File: src/rtl/fft_scan_if.sv
// FFT scan sequencer bus: sample buffer, FFT core, result RAM, peak tracker.
// master = sequencer side, slave = surrounding datapath side.
interface fft_scan_if #(
  parameter int N         = 512,
  parameter int bit_width = 16,
  parameter int M         = $clog2(N)
);
  logic                        frame_ready;
  logic                        fft_start;
  logic                        fft_done;
  logic                        rd_en;
  logic [M-1:0]                rd_addr;
  logic signed [bit_width-1:0] rd_re;
  logic signed [bit_width-1:0] rd_im;
  logic                        peak_clr;
  logic                        load;
  logic [M-1:0]                bin_index;
  logic [2*bit_width-1:0]      mag2;
  logic                        done;
  logic                        busy;

  modport master (
    input  frame_ready,
    input  fft_done,
    input  rd_re,
    input  rd_im,
    output fft_start,
    output rd_en,
    output rd_addr,
    output peak_clr,
    output load,
    output bin_index,
    output mag2,
    output done,
    output busy
  );

  modport slave (
    output frame_ready,
    output fft_done,
    output rd_re,
    output rd_im,
    input  fft_start,
    input  rd_en,
    input  rd_addr,
    input  peak_clr,
    input  load,
    input  bin_index,
    input  mag2,
    input  done,
    input  busy
  );
endinterface

File: src/rtl/fft_scan_ctrl.sv
// FFT launch / bin scan sequencer feeding the peak tracker with |X|^2.
// FFT_SCAN_DC_SKIP_EN: when defined, bin 0 (DC) is skipped by the scan.
module fft_scan_ctrl #(
  parameter int N         = 512,
  parameter int bit_width = 16,
  parameter int M         = $clog2(N)
) (
  input  logic      clk,
  input  logic      reset,
  fft_scan_if.master bus
);

  localparam int W2 = 2 * bit_width;

  localparam logic [2:0] IDLE     = 3'd0;
  localparam logic [2:0] WAIT_FFT = 3'd1;
  localparam logic [2:0] CLEAR    = 3'd2;
  localparam logic [2:0] SCAN     = 3'd3;
  localparam logic [2:0] DRAIN    = 3'd4;
  localparam logic [2:0] DONE     = 3'd5;

`ifdef FFT_SCAN_DC_SKIP_EN
  localparam logic [M-1:0] BIN_LO = M'(1);
`else
  localparam logic [M-1:0] BIN_LO = M'(0);
`endif
  localparam logic [M-1:0] BIN_HI = M'(N / 2 - 1);

  logic [2:0]           state;
  logic [2:0]           state_nx;
  logic                 drain_cnt;
  logic                 en_d1;
  logic [M-1:0]         addr_d1;
  logic signed [W2-1:0] re_x;
  logic signed [W2-1:0] im_x;
  logic signed [W2-1:0] re_sq;
  logic signed [W2-1:0] im_sq;
  logic [W2-1:0]        mag_sum;

  always_comb begin
    state_nx = state;
    unique case (state)
      IDLE:     if (bus.frame_ready) state_nx = WAIT_FFT;
      WAIT_FFT: if (bus.fft_done) state_nx = CLEAR;
      CLEAR:    state_nx = SCAN;
      SCAN:     if (bus.rd_addr == BIN_HI) state_nx = DRAIN;
      DRAIN:    if (drain_cnt) state_nx = DONE;
      DONE:     state_nx = IDLE;
      default:  state_nx = IDLE;
    endcase
  end

  // Each square fits in W2 signed bits; their sum fits W2 unsigned bits.
  always_comb begin
    re_x    = {{bit_width{bus.rd_re[bit_width-1]}}, bus.rd_re};
    im_x    = {{bit_width{bus.rd_im[bit_width-1]}}, bus.rd_im};
    re_sq   = re_x * re_x;
    im_sq   = im_x * im_x;
    mag_sum = $unsigned(re_sq) + $unsigned(im_sq);
  end

  always_ff @(posedge clk or negedge reset) begin
    if (!reset) begin
      state         <= IDLE;
      drain_cnt     <= 1'b0;
      bus.fft_start <= 1'b0;
      bus.peak_clr  <= 1'b0;
      bus.rd_en     <= 1'b0;
      bus.rd_addr   <= '0;
      bus.done      <= 1'b0;
      bus.busy      <= 1'b0;
    end else begin
      state         <= state_nx;
      bus.fft_start <= (state == IDLE) && bus.frame_ready;
      bus.peak_clr  <= (state_nx == CLEAR);
      bus.rd_en     <= (state_nx == SCAN);
      bus.done      <= (state_nx == DONE);
      bus.busy      <= (state_nx != IDLE);
      drain_cnt     <= (state == DRAIN) ? ~drain_cnt : 1'b0;
      if (state == CLEAR)
        bus.rd_addr <= BIN_LO;
      else if (state == SCAN && bus.rd_addr != BIN_HI)
        bus.rd_addr <= bus.rd_addr + M'(1);
    end
  end

  // Stage 1 tracks the RAM read latency; stage 2 registers the result.
  always_ff @(posedge clk or negedge reset) begin
    if (!reset) begin
      en_d1         <= 1'b0;
      addr_d1       <= '0;
      bus.load      <= 1'b0;
      bus.bin_index <= '0;
      bus.mag2      <= '0;
    end else begin
      en_d1    <= bus.rd_en;
      addr_d1  <= bus.rd_addr;
      bus.load <= en_d1;
      if (en_d1) begin
        bus.bin_index <= addr_d1;
        bus.mag2      <= mag_sum;
      end
    end
  end

endmodule

File: src/flat_wrapper.sv
// flat-port wrapper written by rule: the top's interface ports become plain ports
module fft_scan_ctrl_flat 
#(
  parameter int N         = 512,
  parameter int bit_width = 16,
  parameter int M         = $clog2(N)
)
  (clk, reset, bus_frame_ready, bus_fft_done, bus_rd_re, bus_rd_im, bus_fft_start, bus_rd_en, bus_rd_addr, bus_peak_clr, bus_load, bus_bin_index, bus_mag2, bus_done, bus_busy);
  fft_scan_if #(.N(N), .bit_width(bit_width), .M(M)) bus_i ();
  input  logic clk;
  input  logic reset;
  input wire logic [$bits(bus_i.frame_ready)-1:0] bus_frame_ready;
  input wire logic [$bits(bus_i.fft_done)-1:0] bus_fft_done;
  input wire logic [$bits(bus_i.rd_re)-1:0] bus_rd_re;
  input wire logic [$bits(bus_i.rd_im)-1:0] bus_rd_im;
  output wire logic [$bits(bus_i.fft_start)-1:0] bus_fft_start;
  output wire logic [$bits(bus_i.rd_en)-1:0] bus_rd_en;
  output wire logic [$bits(bus_i.rd_addr)-1:0] bus_rd_addr;
  output wire logic [$bits(bus_i.peak_clr)-1:0] bus_peak_clr;
  output wire logic [$bits(bus_i.load)-1:0] bus_load;
  output wire logic [$bits(bus_i.bin_index)-1:0] bus_bin_index;
  output wire logic [$bits(bus_i.mag2)-1:0] bus_mag2;
  output wire logic [$bits(bus_i.done)-1:0] bus_done;
  output wire logic [$bits(bus_i.busy)-1:0] bus_busy;
  assign bus_i.frame_ready = bus_frame_ready;
  assign bus_i.fft_done = bus_fft_done;
  assign bus_i.rd_re = bus_rd_re;
  assign bus_i.rd_im = bus_rd_im;
  assign bus_fft_start = bus_i.fft_start;
  assign bus_rd_en = bus_i.rd_en;
  assign bus_rd_addr = bus_i.rd_addr;
  assign bus_peak_clr = bus_i.peak_clr;
  assign bus_load = bus_i.load;
  assign bus_bin_index = bus_i.bin_index;
  assign bus_mag2 = bus_i.mag2;
  assign bus_done = bus_i.done;
  assign bus_busy = bus_i.busy;
  fft_scan_ctrl #(.N(N), .bit_width(bit_width), .M(M)) u_core (.clk(clk), .reset(reset), .bus(bus_i));
endmodule
File: config.mk
export PLATFORM = sky130hd
export DESIGN_NAME = fft_scan_ctrl_flat
export DESIGN_NICKNAME = d
export VERILOG_FILES = /design/src/rtl/fft_scan_if.sv /design/src/rtl/fft_scan_ctrl.sv /design/src/flat_wrapper.sv
export SDC_FILE = /design/constraint.sdc
export NUM_CORES = 1
export LEC_CHECK = 0
export BUFFER_PORTS_ARGS = -buffer_cell sky130_fd_sc_hd__buf_2
export CORE_MARGIN = 3
export CORE_UTILIZATION = 40
export CTS_BUF_LIST = sky130_fd_sc_hd__clkbuf_16
export DETAILED_ROUTE_END_ITERATION = 10
export PLACE_DENSITY = 0.6
export RECOVER_POWER = 25
export SYNTH_ARGS = -nofsm -noshare
export SYNTH_HDL_FRONTEND = slang
export SYNTH_SLANG_ARGS = --single-unit
File: constraint.sdc
create_clock -name clk -period 2.7 [get_ports clk]
set_input_delay 0.27 -clock clk [delete_from_list [all_inputs] [get_ports clk]]
set_output_delay 0.27 -clock clk [all_outputs]
set_load 0.05 [all_outputs]
==> run_results.csv <==
group,metric,value,unit
outcome,outcome,"finished with violations",
outcome,violations,"capacitance limit, slew limit, setup timing",
worst_setup_path,end_kind,"flop",
final_layout,fin_nets,3100,
clock_network,numCtsBuffers,9,
worst_setup_path,reg2reg_depth,10,
floorplanning,die-area,52700,sq um
synth,ys_warn_count,0,
grt,track_usage,0.198,
clock_network,cts.sinks,70,
clock_network,cts_tree,"yes",
worst_hold_path,hold_class,"primary input to flop",
drt,drcViolationCount,0,
final_layout,area_growth,30.1,%
worst_hold_path,min_to,"u_core.bus.peak_clr$_DFF_PN0_",
synth,synth_top_cell_area_share,0.521,
final_layout,layout-drive-gt1-share,0.316,
drt,drt_pass1_iterations,5,
floorplanning,io_pins,92,
synth,synth_edf_count,0,
drt,vias_per_cell,4.66,
synth,yosysUniqueCellTypes,58,
floorplanning,die_h,230,um
worst_setup_path,crit_type,"primary input to flop",
placed_design,hpwl,43300,um
worst_setup_path,r2r_slack,0.33,ns
worst_setup_path,cp_data_required_time,2.93,ns
synth,synthesis.nets,2687,
drt,drtIter0Drc,497,
floorplanning,initial_core_util,0.407,
synth,synth.avg_cell_area,10.1,sq um
synth,ys_seq_elements,70,
clock_network,cts.path.max_buffers,2,
sta,worstMarginPinSlew,1.72,ns
floorplanning,rows,81,
drt,routedWlPerCell,16.2,um
placed_design,gp_congestion,0.876,
floorplanning,core_area,49200,sq um
worst_setup_path,cp_max_fo,3,
worst_setup_path,arrival,6.86,ns
worst_setup_path,start_kind,"primary input",
job,maxCapViolCount,1,
sta,finalCritPeriodShare,2.46,
grt,gr-total-overflow,0,
grt,grt_pass1_wl,82600,um
sta,setup_slack,-3.93,ns
clock_network,clkLatencyLatePin,0.33,ns
clock_network,clk_pin_slew,0.06,ns
synth,yosysTopAreaCell,"fa_1",
clock_network,htree_levels,3,
sta,relSlewSlack,-0.145,
synth,synthFlopType,"dfrtp_1",
worst_setup_path,timing.rr.start,"u_core.bus.rd_addr[1]$_DFFE_PN0P_",
drt,vias,14300,
final_layout,fin_area,26000,sq um
placed_design,post_dp_cell_area,23900,sq um
sta,rsz0062_at_grt,"true",
final_layout,antennaDiodeCount,0,
worst_hold_path,min_from,"bus_fft_done",
drt,wl,49400,um
sta,setup_violations,28,
worst_setup_path,regToRegEndpoint,"u_core.bus.busy$_DFF_PN0_",
worst_hold_path,hold_depth,2,
floorplanning,die-width,230,um
sta,slew_violations,71,
synth,ys_top_cells_by_area,"fa_1, inv_1, ha_1",
placed_design,dp_slack,-4.45,ns
sta,fmax,0.151,GHz
clock_network,clock_tree.root_cell,"clkbuf_16",
synth,syn_area,20000,sq um
synth,netlist_instances,1979,
sta,final-hold-violation-count,0,
synth,async_flop_share,1.00,
synth,ys_seq_area_frac,0.0876,
sta,skew,0.00640,ns
placed_design,portBuffers,91,
sta,min_period,6.63,ns
grt,antenna_found_initial,0,
drt,ant_nets,0,
grt,first_global_vias,16700,
grt,grt_max_degree,71,
final_layout,fillers,4417,
-- per-stage QoR --
step	hold WS (ns)	std cells	util	setup TNS, ns
floorplan	-0.0256	1979	-	-87.97
global placement	0.309	2983	0.487	-105.24
detailed placement	0.308	2983	0.487	-106.47
CTS	0.224	3032	0.516	-90.84
global route	0.225	3059	0.529	-95.44
finish	0.237	3059	0.529	-91.33
-- repair_timing --
item,CTS,global route
setup buffers,34,28
hold endpoints to repair,70,0
cloned,2,2
gates resized for setup,236,105
pin swaps,134,116
endpoints found under the setup margin,28,29
hold buffers,1,0
-- placed cells by master (no fill, tap or decap), types with 5 or more instances in the layout --
master	instances
mux2_2	21
nor2_2	7
nand2_2	22
nand2_4	11
xnor2_2	7
and2_4	24
and3_1	8
and2_1	61
fa_2	41
nor2_1	50
mux2_4	10
nor2_4	7
nand3_1	6
dfrtp_1	69
ha_4	34
buf_2	61
o21ai_0	9
clkbuf_16	11
nand2_1	118
inv_4	5
buf_8	10
inv_2	51
fa_1	479
xnor2_1	31
nor3_1	5
nand2b_1	7
ha_1	118
nor2b_1	18
buf_4	303
inv_1	561
a21oi_2	9
buf_12	26
a21o_1	11
a21oi_1	14
o21a_1	8
buf_6	47
nand4_1	7
xor2_1	15
-- worst max-delay path by stage --
| stage | start | end | slack (ns) | cells past startpoint |
|---|---|---|---|---|
| after floorplan | bus_rd_im[15] | u_core.bus.mag2[31]$_DFFE_PN0P_ | -3.88 | 25 |
| after CTS | bus_rd_im[7] | u_core.bus.mag2[31]$_DFFE_PN0P_ | -3.92 | 24 |
| after detailed placement | bus_rd_re[12] | u_core.bus.mag2[31]$_DFFE_PN0P_ | -4.45 | 24 |
| after global placement | bus_rd_re[2] | u_core.bus.mag2[31]$_DFFE_PN0P_ | -4.36 | 23 |
| after global routing | bus_rd_re[15] | u_core.bus.mag2[31]$_DFFE_PN0P_ | -4.11 | 26 |
| final | bus_rd_re[5] | u_core.bus.mag2[29]$_DFFE_PN0P_ | -3.93 | 24 |
-- cells by family (layout without fill, tap and decap cells) --
family                   after synthesis  in the layout  share of synthesized area
buffers and inverters                670           1086                      0.126
multiplexers                          34             34                     0.0192
XOR/XNOR                              56             56                     0.0245
adder cells (fa/ha/maj)              672            672                      0.616
AO/OA/AOI/OAI                        102            102                     0.0362
AND/OR/NAND/NOR                      375            375                     0.0905
flip-flops                            70             70                     0.0876
-- metal layers --
metal / vias to the layer above / wire length, um / global-route usage
met5: - / 0 / 0
met4: 0 / 1610 / 0.0486
met3: 85 / 1500 / 0.0184
met2: 239 / 27700 / 0.382
met1: 7402 / 18600 / 0.237
li1: 6531 / - / -
-- worst max-delay path: stages --
cell and delay, ns:
buf_12 0.09, clkinvlp_4 0.14, nor2_4 0.14, fa_2 0.47, fa_1 0.57, inv_1 0.06
fa_1 0.53, inv_1 0.05, fa_1 0.49, fa_2 0.59, fa_1 0.42, fa_1 0.50
inv_1 0.05, fa_1 0.53, inv_2 0.06, ha_4 0.21, o21a_1 0.16, o211ai_1 0.36
a21oi_2 0.11, o31ai_2 0.33, o31ai_4 0.14, o21a_1 0.19, o21a_1 0.16, o31ai_1 0.21
-- final cells by class --
class                           count  area [sq um]  share of cell area
Timing Repair Buffer              453          3900               0.150
Clock buffer                        9           225             0.00866
Inverter                          619          2360              0.0906
Sequential cell                    70          1750              0.0674
Clock inverter                      5          53.8             0.00207
Multi-Input combinational cell   1239         16900               0.649
Tap cell                          664           831              0.0319
-- flip-flops by register name, indices dropped and copies added (netlist names) --
signal,cells
u_core.addr_d1,9
u_core.bus.bin_index,9
u_core.bus.busy,1
u_core.bus.done,1
u_core.bus.fft_start,1
u_core.bus.load,1
u_core.bus.mag2,32
u_core.bus.peak_clr,1
u_core.bus.rd_addr,9
u_core.bus.rd_en,1
u_core.drain_cnt,1
u_core.en_d1,1
u_core.state,3
-- cells in the mapped netlist (18+ instances only) --
cell type / count
ha_1: 152
and2_1: 87
nor2b_1: 19
xor2_1: 18
nand2_1: 151
nor2_1: 64
dfrtp_1: 70
fa_1: 520
xnor2_1: 38
clkbuf_1: 48
inv_1: 619
mux2_2: 30
a21oi_1: 25
Power is not shown: default switching activity piles up to over one toggle a cycle in this logic, so the estimate is an artifact.
